==> src/rtl/hls_run_controller.sv <==
// hls_run_controller: loads a byte stream into a Bambu accelerator's slave memory, runs it, times it, and streams back a result window.
module hls_run_controller #(
  parameter int ADDR_W = 14,
  parameter int DATA_W = 16,
  parameter int LD_BASE = 0,
  parameter int RD_BASE = 0,
  parameter int RD_LEN = 64,
  parameter int CYC_W = 32,
  parameter int MAX_CYCLES = 200000000
) (
  input  logic                  clock,
  input  logic                  reset,
  input  logic                  in_valid,
  output logic                  in_ready,
  input  logic [7:0]            in_data,
  input  logic                  in_last,
  output logic [1:0]            S_oe_ram,
  output logic [1:0]            S_we_ram,
  output logic [2*ADDR_W-1:0]   S_addr_ram,
  output logic [2*DATA_W-1:0]   S_Wdata_ram,
  output logic [7:0]            S_data_ram_size,
  input  logic [2*DATA_W-1:0]   Sout_Rdata_ram,
  input  logic [1:0]            Sout_DataRdy,
  output logic                  start_port,
  input  logic                  done_port,
  output logic                  out_valid,
  input  logic                  out_ready,
  output logic [7:0]            out_data,
  output logic [CYC_W-1:0]      cycles,
  output logic                  status_valid,
  output logic                  timeout
);
  typedef enum logic [3:0] {IDLE, LOAD, WWAIT, START, RUN, RD_REQ, RD_WAIT, RD_OUT, REPORT} state_t;
  localparam logic [ADDR_W-1:0] LD_B = ADDR_W'(LD_BASE);
  localparam logic [ADDR_W-1:0] RD_B = ADDR_W'(RD_BASE);
  localparam logic [ADDR_W:0] RLEN = (ADDR_W+1)'(RD_LEN);
  localparam logic [CYC_W-1:0] MAX_C = CYC_W'(MAX_CYCLES);
  state_t state, state_nxt;
  logic [ADDR_W-1:0] idx, addr;
  logic [ADDR_W:0] ridx;
  logic [7:0] wdata, rdata;
  logic [CYC_W-1:0] cyc_inc;
  logic last_r, rdy, in_fire, out_fire, run_to, wr_ph, rd_ph;
  logic unused;
  assign unused = &{1'b0, Sout_Rdata_ram[2*DATA_W-1:8], Sout_DataRdy[1]};
  assign rdy = Sout_DataRdy[0];
  // The write-complete cycle doubles as an accept window so streaming loads skip IDLE
  assign in_ready = reset && (state == IDLE || (state == WWAIT && rdy && !last_r));
  assign in_fire = in_valid && in_ready;
  assign out_valid = state == RD_OUT;
  assign out_fire = out_valid && out_ready;
  assign out_data = out_valid ? rdata : 8'd0;
  assign start_port = state == START;
  assign status_valid = state == REPORT;
  assign cyc_inc = &cycles ? cycles : cycles + 1'b1;
  assign run_to = cyc_inc > MAX_C;
  assign wr_ph = state == LOAD || state == WWAIT;
  assign rd_ph = state == RD_REQ || state == RD_WAIT;
  assign addr = rd_ph ? RD_B + ridx[ADDR_W-1:0] : LD_B + idx;
  assign S_we_ram = {1'b0, state == LOAD};
  assign S_oe_ram = {1'b0, state == RD_REQ};
  assign S_addr_ram = (wr_ph || rd_ph) ? {{ADDR_W{1'b0}}, addr} : '0;
  assign S_Wdata_ram = wr_ph ? {{(2*DATA_W-8){1'b0}}, wdata} : '0;
  assign S_data_ram_size = (wr_ph || rd_ph) ? 8'd8 : 8'd0;
  always_ff @(posedge clock or negedge reset)
    if (!reset) state <= IDLE;
    else state <= state_nxt;
  always_comb begin
    state_nxt = state;
    case (state)
      IDLE:    state_nxt = in_fire ? LOAD : IDLE;
      LOAD:    state_nxt = WWAIT;
      WWAIT:   state_nxt = !rdy ? WWAIT : last_r ? START : in_fire ? LOAD : IDLE;
      START:   state_nxt = RUN;
      RUN:     state_nxt = done_port ? (RLEN == '0 ? REPORT : RD_REQ) : run_to ? REPORT : RUN;
      RD_REQ:  state_nxt = RD_WAIT;
      RD_WAIT: state_nxt = rdy ? RD_OUT : RD_WAIT;
      RD_OUT:  state_nxt = !out_fire ? RD_OUT : (ridx + 1'b1 == RLEN) ? REPORT : RD_REQ;
      REPORT:  state_nxt = IDLE;
      default: state_nxt = IDLE;
    endcase
  end
  always_ff @(posedge clock or negedge reset)
    if (!reset) begin
      idx <= '0;
      ridx <= '0;
      wdata <= '0;
      rdata <= '0;
      last_r <= 1'b0;
      cycles <= '0;
      timeout <= 1'b0;
    end else begin
      if (in_fire) begin
        wdata <= in_data;
        last_r <= in_last;
        cycles <= '0;
        timeout <= 1'b0;
      end
      if (state == WWAIT && rdy) idx <= idx + 1'b1;
      if (state == START) cycles <= CYC_W'(1);
      if (state == RUN) cycles <= cyc_inc;
      // done_port takes priority over a timeout in the same cycle
      if (state == RUN && !done_port && run_to) timeout <= 1'b1;
      if (state == RD_WAIT && rdy) rdata <= Sout_Rdata_ram[7:0];
      if (out_fire) ridx <= ridx + 1'b1;
      if (state == REPORT) begin
        idx <= '0;
        ridx <= '0;
      end
    end
endmodule

==> config.mk <==
export PLATFORM = sky130hd
export DESIGN_NAME = hls_run_controller
export DESIGN_NICKNAME = d
export VERILOG_FILES = /design/src/rtl/hls_run_controller.sv
export SDC_FILE = /design/constraint.sdc
export NUM_CORES = 1
export LEC_CHECK = 0
export ABC_AREA = 1
export BUFFER_PORTS_ARGS = -buffer_cell sky130_fd_sc_hd__clkbuf_2
export CAP_MARGIN = 40
export CORE_UTILIZATION = 35
export CTS_CLUSTER_DIAMETER = 40
export CTS_CLUSTER_SIZE = 16
export DETAILED_ROUTE_END_ITERATION = 12
export HOLD_SLACK_MARGIN = 0.12
export SYNTH_ARGS = -nofsm -noshare
export SYNTH_HDL_FRONTEND = slang
export SYNTH_SLANG_ARGS = --single-unit
==> constraint.sdc <==
create_clock -name clock -period 2 [get_ports clock]
set_input_delay 0.1 -clock clock [delete_from_list [all_inputs] [get_ports clock]]
set_output_delay 0.1 -clock clock [all_outputs]
set_load 0.05 [all_outputs]
==> metrics.txt <==
Synth Flop Type=dfrtp_1; total of max-cap violations=0; clk_lat worst skew=0.36 ns; I/O pins=165; drt first pass iters=5; routed len/inst=14.3 microns; Flop pwr share=24.9%; dpl ws=-0.217 ns; combinational family with the most area after synthesis=simple AND/OR/NAND/NOR gates; Yosys reg bits=83; PwrDens=1090 nW/um^2; WHS=0.185 ns; final setup fails=19; drt total wl=19000 microns; switching pwr=4.49 mW; Tot Pwr=9.76 mW; total CTS buffers=9; post-synthesis xor/xnor area fraction=2.49%; VDD IR max=0.000756 V; Worst Path Arrival=2.46 ns; WP buf/inv=4; n_diodes=0; Mean Syn Cell Area=6.80 sq um; flop2flop setup slack=-0.22 ns; fin util=58.1%; worst-case clock buffer depth=2; count of cell types in the netlist=40; post-synthesis adder-cell area fraction=0.890%; met1 Track Usage GR=28.2%; status=finished with violations; Antenna Nets Post-Route=0; Max H-tree Level=3; Fmax achieved=450 MHz; DIE WIDTH=129 microns; Worst path depth=16; CTS tree=yes; CTS sink cnt=83; Nets=1165; post-synthesis mux area share=0%; fill count=1446; total grt overflow=0; endpoints failing hold=0; first-pass GRT wire length=29800 microns; Slew Viols, Final=0; RePlAce Congestion=0.941; asr flop ratio synth=100%; critical path required time=2.24 ns; crit share post-route=111%; Clock Power Share=19.6%; Initial Util=36.4%; Setup crit start=cycles[0]$_DFFE_PN0P_; hold crit path type=in2reg; P&R area growth vs syn=59.4%; Compound-Gate Fraction of Synth Area=13.5%; vias in the first global route=6205; hpwl dp=13400 microns; slowest stage cell, crit path=dfrtp_2; delay-heaviest family, CP=simple AND/OR/NAND/NOR gates; violated checks=negative setup slack; type of the worst setup path=reg2reg; Worst Max-Slew Pin Slew=0.514 ns; crit end category=flop; core area=15400 sq um; combinational power share=55.5%; EDFF count, synth=0; DR vias=6409; CP cell instances=ha_4 -> inv_2 -> nor2_4 -> nand2_4 -> nor2_4 -> buf_12 -> nand2_8 -> buf_6 -> buf_12 -> nand3_2 -> nand3b_1 -> nor2_2 -> a21oi_2 -> nand2_1 -> nand2_1 -> nand2_1; Reg-to-Reg End=state[2]$_DFF_PN0_; Post-Synth Simple-Gate Area=31.1%; CTS root buf=clkbuf_16; end of the critical path=state[2]$_DFF_PN0_; Post-Syn Area=5620 sq um; met3 Use GR=4.49%; clock skew=0.0110 ns; FF+latch area=2110 sq um; initial antenna violation count=0; Die Span Y=129 microns; fin crit period=2.22 ns; most frequent cells in the layout=nand2_1, buf_4, inv_1, nor2_1, clkbuf_2; CP Max Fanout=6; GR Layer Usage met2=40.7%; gr busiest metal=met2; startpoint types=flop; Die ar.=16600 sq um; sw frac=46.1%; unrepaired setup endpoints after global routing=yes; layout cells sized above 1=40.6%; DRC=0; GRT Resource Usage Total=23.3%; sequential share of the synthesized area=37.0%; area of the multi-input gates=3540 sq um; most common cell after layout, fill and taps aside=nand2_1; Starting DRT DRC Count=398; number of cell rows=45; Port Buffers=92; cells on worst reg2reg path=16; reg2reg start=cycles[0]$_DFFE_PN0P_; Worst Setup Slack, final=-0.220 ns; synth warn=0; Top cell by count, worst path=nand2_1; largest net degree at the start of global routing=84; drt via density=4.82; Static Leak=4.33 nW; Int Pwr=5.26 mW; Syn Inst Count=827; Clock transition at path regs=0.07 ns; Max-slew headroom=65.8%; crit-path max cell delay=0.40 ns
-- worst register-to-register path, delay by kind of cell, from the launching register on --
kind                       cells  cell delay, ns
AOI/OAI and AO/OA              1            0.17
and+or+nand+nor               10            0.88
DFF                            1            0.40
adders and majority gates      1            0.18
buffers and inverters          4            0.47
-- cell families after synthesis --
kind of cell,after synthesis
adders and majority gates,4
and+or+nand+nor,416
buffers and inverters,173
AOI/OAI and AO/OA,134
DFF,83
xor gates and xnor gates,16
other,1
-- per-layer routing --
layer | share of wire [%] | routed length [microns] | vias to the layer above
met4 | 2.6 | 502 | 0
met2 | 51 | 9630 | 208
met1 | 41 | 7880 | 3035
met3 | 5.3 | 1020 | 41
li1 | - | - | 3125
met5 | 0 | 0 | -
-- stage by stage --
stage	std cells	area, sq um	setup TNS, ns
5_1_grt	1329	8960	-4.96
2_1_floorplan	873	6160	-5.18
3_3_place_gp	1262	7580	-0.663
6_report	1329	8960	-2.30
3_5_place_dp	1262	7580	-0.691
4_1_cts	1319	8550	-1.86
-- power groups by stage --
stage / logic (mW) / registers (mW) / clock network (mW)
floorplan: 3.16 / 2.55 / 0
global placement: 4.59 / 2.43 / 0
detailed placement: 4.62 / 2.44 / 0
CTS: 5.20 / 2.41 / 1.96
global route: 5.77 / 2.49 / 2.02
finish: 5.41 / 2.43 / 1.91
-- Yosys cell counts (2+ instances only) --
master / count / area share, %
a21oi_1: 29 / 2.6
o22ai_1: 20 / 2.2
buf_2: 4 / 0.36
nand2_4: 2 / 0.40
nor3_1: 12 / 1.1
and2_1: 2 / 0.22
nand3b_1: 2 / 0.27
nand4_1: 7 / 0.78
nand2_2: 5 / 0.56
nand3_1: 46 / 4.1
a31o_2: 3 / 0.47
nor2_4: 5 / 1.0
a22o_1: 3 / 0.47
o31ai_1: 2 / 0.27
xor2_1: 14 / 2.2
ha_1: 4 / 0.89
nor4_1: 3 / 0.33
inv_1: 107 / 7.1
a32o_1: 2 / 0.36
nor2_2: 4 / 0.45
nand2_1: 218 / 15
nor2_1: 109 / 7.3
clkbuf_1: 11 / 0.73
xnor2_1: 2 / 0.31
dfrtp_1: 83 / 37
buf_4: 48 / 6.4
o21ai_0: 67 / 6.0
-- sequential cells by signal, summed over array words and instances (netlist names) --
register,count
last_r,1
wdata,8
cycles,32
rdata,8
timeout,1
idx,14
ridx,15
state,4
-- area by class of cell --
type / instances / share of cell area (%)
multi-input cells: 619 / 39.6
repair buffers: 292 / 25.8
flip-flops and latches: 83 / 23.5
inverters: 108 / 4.55
well taps: 211 / 2.95
clock buffers: 9 / 2.51
clock inverters: 7 / 1.17
-- worst min path at each step --
stage / from / endpoint / depth (start not counted)
after global placement: reset / idx[12]$_DFFE_PN0P_ / 2
after floorplan: reset / cycles[0]$_DFFE_PN0P_ / 0
after global routing: in_valid / cycles[0]$_DFFE_PN0P_ / 4
after detailed placement: reset / idx[10]$_DFFE_PN0P_ / 2
after CTS: in_valid / cycles[0]$_DFFE_PN0P_ / 4
final: in_valid / cycles[0]$_DFFE_PN0P_ / 4
-- timing repair --
action / in CTS / in global routing
pin swaps: 16 / 36
buffers inserted: 18 / 10
hold buffers: 20 / 0
endpoints found under the hold margin: 105 / 0
setup endpoints to repair: 28 / 45
gates resized for setup: 66 / 98
gates cloned: 3 / 0
(Power assumes the default switching activity.)
